### src/rtl/systolic_result_drain_pkg.sv
// Shared types and defaults for the systolic result drain: read FSM encoding and element addressing.
package systolic_result_drain_pkg;

  localparam int unsigned ROWS_DEF      = 2;
  localparam int unsigned COLS_DEF      = 2;
  localparam int unsigned ACC_WIDTH_DEF = 9;
  localparam int unsigned OUT_WIDTH_DEF = 4;
  localparam int unsigned SHIFT_W_DEF   = 4;
  localparam int unsigned SIGNED_DEF    = 0;

  typedef enum logic {
    R_EMPTY  = 1'b0,
    R_STREAM = 1'b1
  } rd_state_e;

  // Bit offset of element [r][c] in a flattened row-major matrix.
  function automatic int unsigned elem_lsb(input int unsigned r, input int unsigned c,
                                           input int unsigned cols, input int unsigned w);
    return (r * cols + c) * w;
  endfunction

endpackage

### src/rtl/systolic_requant_sat.sv
// One-element requantizer: round-to-nearest, right shift, saturate ACC_WIDTH -> OUT_WIDTH.
module systolic_requant_sat #(
  parameter int unsigned ACC_WIDTH = 9,
  parameter int unsigned OUT_WIDTH = 4,
  parameter int unsigned SHIFT_W   = 4,
  parameter int unsigned SIGNED    = 0
) (
  input  logic [ACC_WIDTH-1:0] i_x,
  input  logic [SHIFT_W-1:0]   i_shift,
  output logic [OUT_WIDTH-1:0] o_y
);

  localparam int unsigned TW = ACC_WIDTH + 1;
  localparam int MAX_V = (SIGNED != 0) ? int'(2 ** (OUT_WIDTH - 1)) - 1 : int'(2 ** OUT_WIDTH) - 1;
  localparam int MIN_V = (SIGNED != 0) ? -int'(2 ** (OUT_WIDTH - 1)) : 0;

  logic              w_neg;
  logic              w_big_shift;
  logic [TW-1:0]     w_x_ext;
  logic [TW-1:0]     w_off;
  logic [TW-1:0]     w_t;
  logic [TW-1:0]     w_y;
  logic signed [TW:0] w_y_s;

  always_comb begin
    w_neg   = (SIGNED != 0) && i_x[ACC_WIDTH-1];
    w_x_ext = {w_neg, i_x};
    w_off   = (i_shift == '0) ? '0 : (TW'(1) << (i_shift - SHIFT_W'(1)));
    w_t     = w_x_ext + w_off;
    if (SIGNED != 0) w_y = TW'($signed(w_t) >>> i_shift);
    else             w_y = w_t >> i_shift;
    w_y_s   = $signed({(SIGNED != 0) && w_y[TW-1], w_y});
    // Shifting by the full accumulator width leaves only the sign.
    w_big_shift = 32'(i_shift) >= ACC_WIDTH;
    if (w_big_shift)                    o_y = w_neg ? '1 : '0;
    else if (w_y_s > (TW + 1)'(MAX_V))  o_y = OUT_WIDTH'(MAX_V);
    else if (w_y_s < (TW + 1)'(MIN_V))  o_y = OUT_WIDTH'(MIN_V);
    else                                o_y = w_y_s[OUT_WIDTH-1:0];
  end

endmodule

### src/rtl/systolic_result_drain.sv
// Captures finished C matrices into a 2-slot ping-pong buffer and streams requantized rows
// on a valid/ready port; dropped matrices raise a sticky overflow flag.
module systolic_result_drain
  import systolic_result_drain_pkg::*;
#(
  parameter int unsigned ROWS      = ROWS_DEF,
  parameter int unsigned COLS      = COLS_DEF,
  parameter int unsigned ACC_WIDTH = ACC_WIDTH_DEF,
  parameter int unsigned OUT_WIDTH = OUT_WIDTH_DEF,
  parameter int unsigned SHIFT_W   = SHIFT_W_DEF,
  parameter int unsigned SIGNED    = SIGNED_DEF
) (
  input  logic                          clk,
  input  logic                          rst_n,
  input  logic                          c_in_valid,
  input  logic [ROWS*COLS*ACC_WIDTH-1:0] c_in_flat,
  input  logic [SHIFT_W-1:0]            shift,
  output logic                          m_valid,
  input  logic                          m_ready,
  output logic [COLS*OUT_WIDTH-1:0]     m_data,
  output logic [$clog2(ROWS):0]         m_row,
  output logic                          m_last,
  output logic                          can_accept,
  output logic                          ovf_sticky,
  input  logic                          ovf_clear
);

  localparam int unsigned RW  = $clog2(ROWS) + 1;
  localparam int unsigned MW  = ROWS * COLS * ACC_WIDTH;
  localparam int unsigned RBW = COLS * ACC_WIDTH;
  localparam int unsigned DW  = COLS * OUT_WIDTH;

  logic [MW-1:0]      r_mat   [2];
  logic [SHIFT_W-1:0] r_shift [2];
  logic               r_wr_ptr;
  logic               r_rd_ptr;
  logic [1:0]         r_count;
  logic [RW-1:0]      r_rd_row;
  rd_state_e          r_state;

  logic               w_xfer;
  logic               w_pop_last;
  logic               w_free;
  logic               w_cap;
  logic               w_drop;
  logic               w_sel_slot;
  logic [RW-1:0]      w_sel_row;
  logic [MW-1:0]      w_sel_mat;
  logic [SHIFT_W-1:0] w_sel_shift;
  logic [RBW-1:0]     w_row_elems;
  logic [DW-1:0]      w_rq_data;

  assign w_xfer     = m_valid & m_ready;
  assign w_pop_last = w_xfer & m_last;
  // A slot draining its final row this cycle counts as free.
  assign w_free     = (r_count != 2'd2) | w_pop_last;
  assign w_cap      = c_in_valid & w_free;
  assign w_drop     = c_in_valid & ~w_free;
  assign can_accept = (r_count != 2'd2);

  // Row that will be presented on m_* after this edge, if one is loaded.
  assign w_sel_slot  = w_pop_last ? ~r_rd_ptr : r_rd_ptr;
  assign w_sel_row   = (r_state == R_STREAM && w_xfer && !m_last) ? r_rd_row + RW'(1) : '0;
  assign w_sel_mat   = r_mat[w_sel_slot];
  assign w_sel_shift = r_shift[w_sel_slot];

  always_comb begin
    w_row_elems = '0;
    for (int unsigned r = 0; r < ROWS; r++) begin
      if (w_sel_row == RW'(r)) w_row_elems = w_sel_mat[elem_lsb(r, 0, COLS, ACC_WIDTH) +: RBW];
    end
  end

  for (genvar c = 0; c < COLS; c++) begin : g_rq
    systolic_requant_sat #(
      .ACC_WIDTH (ACC_WIDTH),
      .OUT_WIDTH (OUT_WIDTH),
      .SHIFT_W   (SHIFT_W),
      .SIGNED    (SIGNED)
    ) u_rq (
      .i_x     (w_row_elems[c*ACC_WIDTH +: ACC_WIDTH]),
      .i_shift (w_sel_shift),
      .o_y     (w_rq_data[c*OUT_WIDTH +: OUT_WIDTH])
    );
  end

  always_ff @(posedge clk or negedge rst_n) begin
    if (!rst_n) begin
      r_mat      <= '{default: '0};
      r_shift    <= '{default: '0};
      r_wr_ptr   <= 1'b0;
      r_rd_ptr   <= 1'b0;
      r_count    <= 2'd0;
      r_rd_row   <= '0;
      r_state    <= R_EMPTY;
      m_valid    <= 1'b0;
      m_data     <= '0;
      m_row      <= '0;
      m_last     <= 1'b0;
      ovf_sticky <= 1'b0;
    end else begin
      if (w_cap) begin
        r_mat[r_wr_ptr]   <= c_in_flat;
        r_shift[r_wr_ptr] <= shift;
        r_wr_ptr          <= ~r_wr_ptr;
      end
      if (w_drop)         ovf_sticky <= 1'b1;
      else if (ovf_clear) ovf_sticky <= 1'b0;
      r_count <= r_count + 2'(w_cap) - 2'(w_pop_last);

      case (r_state)
        R_EMPTY: begin
          if (r_count != 2'd0) begin
            m_valid  <= 1'b1;
            m_data   <= w_rq_data;
            m_row    <= w_sel_row;
            m_last   <= (w_sel_row == RW'(ROWS - 1));
            r_rd_row <= '0;
            r_state  <= R_STREAM;
          end
        end
        R_STREAM: begin
          if (w_xfer) begin
            if (m_last) begin
              r_rd_row <= '0;
              r_rd_ptr <= ~r_rd_ptr;
              // Chain straight into the other slot only when it already holds a matrix.
              if (r_count == 2'd2) begin
                m_data <= w_rq_data;
                m_row  <= w_sel_row;
                m_last <= (w_sel_row == RW'(ROWS - 1));
              end else begin
                m_valid <= 1'b0;
                m_last  <= 1'b0;
                r_state <= R_EMPTY;
              end
            end else begin
              r_rd_row <= r_rd_row + RW'(1);
              m_data   <= w_rq_data;
              m_row    <= w_sel_row;
              m_last   <= (w_sel_row == RW'(ROWS - 1));
            end
          end
        end
        default: r_state <= R_EMPTY;
      endcase
    end
  end

endmodule

### config.mk
export PLATFORM = sky130hd
export DESIGN_NAME = systolic_result_drain
export DESIGN_NICKNAME = d
export VERILOG_FILES = /design/src/rtl/systolic_result_drain_pkg.sv /design/src/rtl/systolic_requant_sat.sv /design/src/rtl/systolic_result_drain.sv
export SDC_FILE = /design/constraint.sdc
export NUM_CORES = 1
export LEC_CHECK = 0
export ABC_AREA = 1
export CELL_PAD_IN_SITES_DETAIL_PLACEMENT = 1
export CELL_PAD_IN_SITES_GLOBAL_PLACEMENT = 1
export CORE_MARGIN = 2
export CORE_UTILIZATION = 38
export DETAILED_ROUTE_END_ITERATION = 16
export PLACE_DENSITY = 0.76
export SYNTH_ARGS = -nofsm -noshare
export SYNTH_HDL_FRONTEND = slang
export SYNTH_HIERARCHICAL = 1
export SYNTH_SLANG_ARGS = --single-unit
### constraint.sdc
create_clock -name clk -period 3.74 [get_ports clk]
set_input_delay 0.748 -clock clk [delete_from_list [all_inputs] [get_ports clk]]
set_output_delay 0.748 -clock clk [all_outputs]
set_load 0.02 [all_outputs]
**Yosys cells after proc, flatten, opt, wreduce, memory -nomap -nowiden**

Index checks and enable logic that the tools add are counted.

- Logic and storage cells: 112
- Register bits: 100
- RAM bits: 0
- ROM bits: 0
- Memories kept: 0
- Output and inout port bits: 14
- Latch bits: 0
- Bits of input ports: 45

- Add/sub/neg operators: 6
- Equality and inequality tests: 8
- Mux-type cells: 52
- $mul: 0
- Reductions and logical operators: 12
- Bitwise operators: 11
- Shift operators: 3
- Order comparisons: 6
- Divide/modulo/power cells: 0

Operators with widths:

| operator | count |
|---|---|
| 2-to-1 mux 36 bit | 4 |
| bitwise mux 72 bit | 1 |
| demux 36 bit (select 1 bit) | 1 |
| 2-to-1 mux 18 bit | 2 |
| 2-to-1 mux 4 bit | 8 |
| 2-to-1 mux 8 bit | 4 |
| adder 9 x 10 -> 10 bit | 2 |
| greater-than comparator 10 x 4 -> 1 bit (second input constant) | 2 |
| right shift 10 x 4 -> 10 bit | 2 |
| 2-to-1 mux 2 bit | 8 |
| one-hot mux 8 bit (2 select lines) | 1 |
| 2-to-1 mux 1 bit | 15 |
| 2-to-1 mux 10 bit | 1 |
| left shift 1 x 4 -> 10 bit (first input constant) | 1 |
| bitwise mux 8 bit | 1 |
| inequality test 2 bit (second input constant) | 4 |
| one-hot mux 2 bit (2 select lines) | 2 |
| one-hot mux 1 bit (2 select lines) | 3 |
| AND reduction 3 bit | 2 |
| AND 1 bit | 4 |
| demux 4 bit (select 1 bit) | 1 |
| >= comparator 2 bit (second input constant) | 2 |
| >= comparator 4 bit (second input constant) | 1 |
| zero test 4 bit | 1 |
| 18 further kinds | 25 |

**Logic depth before layout (Yosys ltp)**

Gate-level depths: netlist of run 1.

- Word-level depth: 19
- Depth in mapped cells: 30
- Depth with buffers taken out: 29

**By module**

The synthesis of run 1 kept the hierarchy.

By module, submodules not included:

| module | area an instance (µm²) | sequential area each (µm²) | instances | cells each |
|---|---|---|---|---|
| systolic_result_drain | 4,755.8 | 2,502.4 | 1 | 589 |
| systolic_requant_sat at g_rq[1].u_rq | 939.7 | 0.0 | 1 | 186 |
| systolic_requant_sat at g_rq[0].u_rq | 900.9 | 0.0 | 1 | 182 |

**Worst setup path before layout of run 1**

No wires, ideal clock.

- Kind: input to register
- From: input port m_ready
- To: register m_data[0]
- Buffers on the path: 1
- Data required time: 3.623 ns
- Library setup time: 0.117 ns
- Arrival time: 3.785 ns
- Slack: -0.162 ns
- Stages on the path: 26
- Path through: nand3_2 > nand2_2 > nand2_2 > buf_2 > o21ai_1 > nor2_1 > inv_1 > nor2_1 > ha_1 > fa_1 > nand2_1 > nand2_1 > nand3_1 > nand2_1 > nand2_2 > nand3_1 > nand3_1 > nand2_1 > nor2_1 > nand2_1 > nand2_2 > nand3_2 > nand2_1 > inv_1 > nand3_1 > nand2_1

- Cells in the longest elaborated chain, start to end: 19
- Elaborated cells on any way between the ends: 34
- Classes of those cells: add/sub: 2; order compare: 2; eq/ne: 2; shift: 2; mux: 18; bitwise: 3; reduce/logical: 5

RTL lines:

| item | RTL line | RTL |
|---|---|---|
| start: declaration | systolic_result_drain.sv:19 | `input logic m_ready,` |
| AND 1 bit * | systolic_result_drain.sv:53 | `assign w_xfer = m_valid & m_ready;` |
| AND 1 bit * | systolic_result_drain.sv:54 | `assign w_pop_last = w_xfer & m_last;` |
| 2-to-1 mux 1 bit * | systolic_result_drain.sv:62 | `assign w_sel_slot = w_pop_last ? ~r_rd_ptr : r_rd_ptr;` |
| NOT 1 -> 2 bit (not written as such) * | systolic_result_drain.sv:65 | `assign w_sel_shift = r_shift[w_sel_slot];` |
| 2-to-1 mux 4 bit (not written as such) * (3 in a row) | systolic_result_drain.sv:65 |  |
| net w_sel_shift[3] | systolic_result_drain.sv:49 | `logic [SHIFT_W-1:0] w_sel_shift;` |
| subtractor 4 x 1 -> 4 bit | systolic_requant_sat.sv:28 | `w_off = (i_shift == '0) ? '0 : (TW'(1) << (i_shift - SHIFT_W'(1)));` |
| left shift 1 x 4 -> 10 bit | systolic_requant_sat.sv:28 |  |
| [... 3 more ...] | n/a |  |
| greater-than comparator 10 x 4 -> 1 bit | systolic_requant_sat.sv:36 | `else if (w_y_s > (TW + 1)'(MAX_V)) o_y = OUT_WIDTH'(MAX_V);` |
| 2-to-1 mux 4 bit | systolic_requant_sat.sv:36 |  |
| 2-to-1 mux 4 bit * | systolic_requant_sat.sv:35 | `if (w_big_shift) o_y = w_neg ? '1 : '0;` |
| net w_rq_data[0] | systolic_result_drain.sv:51 | `logic [DW-1:0] w_rq_data;` |
| 2-to-1 mux 8 bit | systolic_result_drain.sv:128 | `if (r_count == 2'd2) begin` |
| 2-to-1 mux 8 bit | systolic_result_drain.sv:124 | `if (m_last) begin` |
| 2-to-1 mux 8 bit | systolic_result_drain.sv:123 | `if (w_xfer) begin` |
| one-hot mux 8 bit (2 select lines) * | systolic_result_drain.sv:111 | `case (r_state)` |
| end signal: assignment | systolic_result_drain.sv:115 | `m_data <= w_rq_data;` |
| end signal: assignment | systolic_result_drain.sv:129 | `m_data <= w_rq_data;` |
| end signal: assignment | systolic_result_drain.sv:139 | `m_data <= w_rq_data;` |
| end: declaration | systolic_result_drain.sv:20 | `output logic [COLS*OUT_WIDTH-1:0] m_data,` |

Mark *: on every way through the listed nets, which the timed path passes. The rest lies on a longest branch. The select of a mux whose other input is x is not followed.
A chain may end at the register's enable or synchronous reset.

**Worst setup path after layout of run 1**

- From: input port m_ready
- To: register m_data[4]

Same word-level chain as after synthesis.

==> impl_metrics.env, run 1 <==
export IMPL_yosysMostFrequentCell="nand2_1"
export IMPL_ant_nets=0
export IMPL_multiInputGateArea_mm2=0.00347
export IMPL_cts_buffer_depth=2
export IMPL_yosysTopAreaCell="dfrtp_1"
export IMPL_port_buffers=58
export IMPL_use_met3=0.0333
export IMPL_min_period_over_period=0.934
export IMPL_grt_antenna_before_repair=0
export IMPL_synthCells=957
export IMPL_numCtsBuffers=9
export IMPL_synth_edf_count=0
export IMPL_initial_core_util=0.385
export IMPL_max_cap_violations=0
export IMPL_crit_fanout=6
export IMPL_grt_pass1_wl_um=34300
export IMPL_clkTransAtPathRegs_ns=0.08
export IMPL_yosys_cell_types_count=32
export IMPL_crit_type="in2reg"
export IMPL_dp_hpwl_um=15400
export IMPL_drtPass1Iterations=4
export IMPL_vias=6586
export IMPL_cts_tree="done"
export IMPL_synth_cell_area_mm2=0.00660
export IMPL_grt_max_degree=55
export IMPL_drtIter0Drc=280
export IMPL_syn_to_final_growth_pct=27.6
export IMPL_cp_arrival_ns=3.74
export IMPL_fill_cells=2231
export IMPL_hold_path_class="in2async"
export IMPL_grt_usage=0.236
export IMPL_tightest_slew_ns=0.637
export IMPL_final_setup_skew_ns=0.00687
export IMPL_routed_wirelength_um=20700
export IMPL_synth_main_ff_cell="dfrtp_1"
export IMPL_first_global_vias=6803
export IMPL_grt_met1_usage=0.310
export IMPL_slew_headroom=0.575
export IMPL_syn_area_per_cell_um2=6.89
export IMPL_rows=48
export IMPL_hold_viol_final=0
export IMPL_ys_warnings_count=6
export IMPL_place_inst=1288
export IMPL_placeableCoreArea_mm2=0.0171
export IMPL_fin_nets=1147
export IMPL_clock_sinks=100
export IMPL_async_flop_share=1.00
export IMPL_setup_viol=0
export IMPL_wire_per_inst_um=15.8
export IMPL_maxSlewViolCount=0
export IMPL_ctsRootBufferMaster="clkbuf_16"
export IMPL_routabilityCongestion=0.917
export IMPL_drt_drc_violations_left=0
export IMPL_overflow=0
export IMPL_synth_area_top_cells="dfrtp_1 (38%), nand2_1 (17%), nand3_1 (12%)"
export IMPL_regArea_mm2=0.00250
export IMPL_dieHeight_um=136
export IMPL_pin_count=59
export IMPL_yosysTopAreaCellShare=0.379
export IMPL_min_period_ns=3.49
export IMPL_finish_utilization=0.492
export IMPL_diodes=0
export IMPL_ys_seq_elements=100
export IMPL_fin_cells=1310
export IMPL_fmax_mhz=286
export IMPL_crit_required_ns=3.99
export IMPL_gr_usage_met2=0.414
export IMPL_critPathCaptureType="flop"
export IMPL_grt_busiest_layer="met2"
export IMPL_syn_nets=1024
export IMPL_htree_num_levels=3
export IMPL_clkLatencyLatePin_ns=0.36
export IMPL_outcome="finished clean"
export IMPL_dieWidth_um=136
export IMPL_drive_above_1_share=0.161
export IMPL_vias_per_cell=5.03
export IMPL_worst_setup_path_start_kind="primary input"
export IMPL_die_area_mm2=0.0184
export IMPL_yosys_top_cells_count="nand2_1 (293), nand3_1 (153), inv_1 (150)"
export IMPL_seq_area_frac_synth=0.379
path summary, 6_finish.rpt:
path	startpoint	endpoint	slack [ns]	cells past startpoint
max in group asynchronous	rst_n	r_mat[3]$_DFFE_PN0P_	2.63	2
worst max register to register	m_last$_DFFE_PN0P_	m_data[4]$_DFFE_PN0P_	0.30	25
worst min register to register	m_data[7]$_DFFE_PN0P_	m_data[7]$_DFFE_PN0P_	0.48	2
worst max-delay path	m_ready	m_data[4]$_DFFE_PN0P_	0.25	26
min in group clk	m_data[7]$_DFFE_PN0P_	m_data[7]$_DFFE_PN0P_	0.48	2
worst min-delay path	rst_n	r_mat[12]$_DFFE_PN0P_	0.40	1
state kept, by name, indices dropped and copies added, names as in the netlist, 2 cells and up:
signal	count
r_mat	72
m_data	8
r_shift	8
m_row	2
r_count	2
r_rd_row	2
cell families (layout without fill, tap and decap cells):
group,after synthesis,count (layout),synth area share
XOR/XNOR,7,7,0.00929
AND/OR/NAND/NOR,531,532,0.356
adder cells (fa/ha/maj),22,22,0.0440
buffers and inverters,185,311,0.122
flip-flops,100,100,0.379
AO/OA/AOI/OAI,112,113,0.0888
cell type report:
cell class	instances	share of cell area
clock buffers	10	0.0284
repair buffers	144	0.155
flip-flops and latches	100	0.298
inverters	151	0.0673
well taps	225	0.0334
clock inverters	6	0.00609
multi-input cells	674	0.412
critical path, cell delays in order:
cell and delay, ns:
buf_2 0.16, nand3_2 0.13, nand2_4 0.17, nand2_4 0.12, o21ai_4 0.26, inv_1 0.11
buf_4 0.14, nand2_1 0.10, nor2_1 0.08, ha_1 0.33, nand2_1 0.13, inv_1 0.07
a21oi_2 0.20, nand2_1 0.08, nand2_1 0.08, nand3_1 0.09, nand3_1 0.09, nand2_1 0.09
nor2_2 0.11, nand2_1 0.06, nand2_2 0.09, nand3_2 0.06, nand2_1 0.06, inv_1 0.04
nand3_1 0.07, nand2_1 0.07
layer usage:
layer  vias up  wire [µm]
met1      3185       9510
met2        97      10300
met4         0        294
li1       3284          -
met5         -          0
met3        20        611
placed cells by master, fill, tap and decap left out, types with 3 or more instances in the layout:
cell type	count
buf_4	79
dfrtp_1	98
nor2_2	16
o21ai_1	72
clkbuf_16	9
nand3_2	10
a21oi_1	3
o21ai_4	3
buf_12	6
o21ai_0	19
nor2_1	31
inv_1	144
inv_6	3
nand4_1	7
xor2_1	5
nand2_2	12
clkdlybuf4s50_1	56
nand2_1	291
inv_2	7
o211ai_1	4
a21oi_2	6
nand3_1	152
ha_1	17
metrics by stage:
step | setup WS, ns | hold WS [ns] | area, µm² | setup TNS (ns)
after floorplan | 0.0134 | 0.442 | 6610 | 0
after global placement | -0.496 | 0.453 | 7920 | -3.70
after detailed placement | -0.660 | 0.462 | 7920 | -5.01
after CTS | 0.0467 | 0.411 | 8240 | 0
after global routing | -0.0479 | 0.433 | 8420 | -0.0608
final | 0.246 | 0.397 | 8420 | 0
timing repair:
action,in CTS,in global routing
buffers inserted,0,4
cloned,0,2
setup endpoints to repair,8,8
pin swaps,0,10
hold buffers,0,0
resized for setup,8,44
Power of run 1 is not shown: default switching activity piles up to over one toggle a cycle in this logic, so the estimate is an artifact.
==> run 2: changes to the inputs <==
Settings changed: RECOVER_POWER set to 50.
==> impl_metrics.env, run 2 (same netlist as run 1, synthesis figures left out) <==
export IMPL_cpMostUsedCell="nand2_1"
export IMPL_clock_sinks=100
export IMPL_grt_antenna_before_repair=0
export IMPL_rrSetupSlack_ns=0.30
export IMPL_worst_setup_path_start_kind="primary input"
export IMPL_routed_wirelength_um=20700
export IMPL_critPathCaptureType="flop"
export IMPL_hold_viol_final=0
export IMPL_grt_max_degree=55
export IMPL_vias=6586
export IMPL_min_period_ns=3.49
export IMPL_first_global_vias=6803
export IMPL_fin_nets=1147
export IMPL_crit_slowest_cell="ha_1"
export IMPL_top_regs="r_mat x72, m_data x8, r_shift x8"
export IMPL_initial_core_util=0.385
export IMPL_overflow=0
export IMPL_clkTransAtPathRegs_ns=0.07
export IMPL_port_buffers=58
export IMPL_grt_pass1_wl_um=34300
export IMPL_regArea_mm2=0.00250
export IMPL_numCtsBuffers=9
export IMPL_crit_required_ns=3.99
export IMPL_failed_checks="max-capacitance violations, max-slew violations"
export IMPL_outcome="complete, but fails checks"
export IMPL_grt_usage=0.236
export IMPL_max_cap_violations=1
export IMPL_final_common_cell="nand2_1"
export IMPL_htree_num_levels=3
export IMPL_slew_headroom=-0.784
export IMPL_dieWidth_um=136
export IMPL_wire_per_inst_um=15.8
export IMPL_fill_cells=2231
export IMPL_pin_count=59
export IMPL_drtPass1Iterations=4
export IMPL_crit_fanout=6
export IMPL_fin_cells=1310
export IMPL_drtIter0Drc=280
export IMPL_tightest_slew_ns=2.68
export IMPL_place_inst=1288
export IMPL_fin_ws_ns=0.246
export IMPL_drt_drc_violations_left=0
export IMPL_cts_buffer_depth=2
export IMPL_fmax_mhz=286
export IMPL_rows=48
export IMPL_ctsRootBufferMaster="clkbuf_16"
export IMPL_final_setup_skew_ns=0.00687
export IMPL_setup_viol=0
export IMPL_cp_arrival_ns=3.74
export IMPL_drive_above_1_share=0.160
export IMPL_pre_cts_ws_ns=-0.660
export IMPL_clkLatencyLatePin_ns=0.36
export IMPL_maxSlewViolCount=47
export IMPL_dp_hpwl_um=15400
export IMPL_hold_path_class="reg2reg"
export IMPL_ant_nets=0
export IMPL_largest_register="r_mat"
export IMPL_largest_reg_flops=72
export IMPL_cpPeakStageDelay_ns=0.33
export IMPL_final_cell_mix="nand2_1 (291), nand3_1 (152), inv_1 (144), dfrtp_1 (98), buf_4 (78)"
export IMPL_hold_ws_ns=0.478
export IMPL_routabilityCongestion=0.917
export IMPL_dieHeight_um=136
export IMPL_cts_tree="done"
export IMPL_placeableCoreArea_mm2=0.0171
export IMPL_vias_per_cell=5.03
export IMPL_crit_type="in2reg"
export IMPL_syn_to_final_growth_pct=27.6
export IMPL_diodes=0
export IMPL_multiInputGateArea_mm2=0.00347
export IMPL_hold_buffers=0
export IMPL_die_area_mm2=0.0184
export IMPL_min_period_over_period=0.934
## run 2: what timing repair did
action / 4_1_cts / 5_1_grt
pin swaps: 0 / 10
gates resized for setup: 8 / 44
setup buffers: 0 / 4
endpoints found under the setup margin: 8 / 8
cloned: 0 / 2
## run 2: metrics by stage
stage	TNS (ns)	utilization	area (µm²)
final	0	0.492	8420
after global routing	-0.0608	0.492	8420
after CTS	0	0.482	8240
after detailed placement	-5.01	0.463	7920
after global placement	-3.70	0.463	7920
after floorplan	0	-	6610
## run 2: per-layer routing
layer,track usage,wire length [µm]
met5,0,0
met4,0.0492,294
met3,0.0333,611
met2,0.414,10300
met1,0.310,9520
## run 2: area by class of cell
type                    instances  area share
repair buffers                144       0.155
clock buffers                  10      0.0284
multi-input cells             674       0.412
clock inverters                 6     0.00610
well taps                     225      0.0335
flip-flops and latches        100       0.298
inverters                     151      0.0674
## run 2: worst max-delay path, delay by kind of cell
family | cells | cell delay, ns
AO/OA/AOI/OAI | 2 | 0.46
AND/OR/NAND/NOR | 18 | 1.68
adder cells (fa/ha/maj) | 1 | 0.33
buffers and inverters | 5 | 0.52
## run 2: path summary, 6_finish.rpt
| check | start | end | depth (start not counted) |
|---|---|---|---|
| max | m_ready | m_data[4]$_DFFE_PN0P_ | 26 |
| min | m_data[7]$_DFFE_PN0P_ | m_data[7]$_DFFE_PN0P_ | 2 |
| max reg2reg | m_last$_DFFE_PN0P_ | m_data[4]$_DFFE_PN0P_ | 25 |
| min reg2reg | m_data[7]$_DFFE_PN0P_ | m_data[7]$_DFFE_PN0P_ | 2 |
| max in group asynchronous | rst_n | m_last$_DFFE_PN0P_ | 1 |
| min in group asynchronous | rst_n | r_mat[12]$_DFFE_PN0P_ | 1 |
Power of run 2 is left out for the same reason.
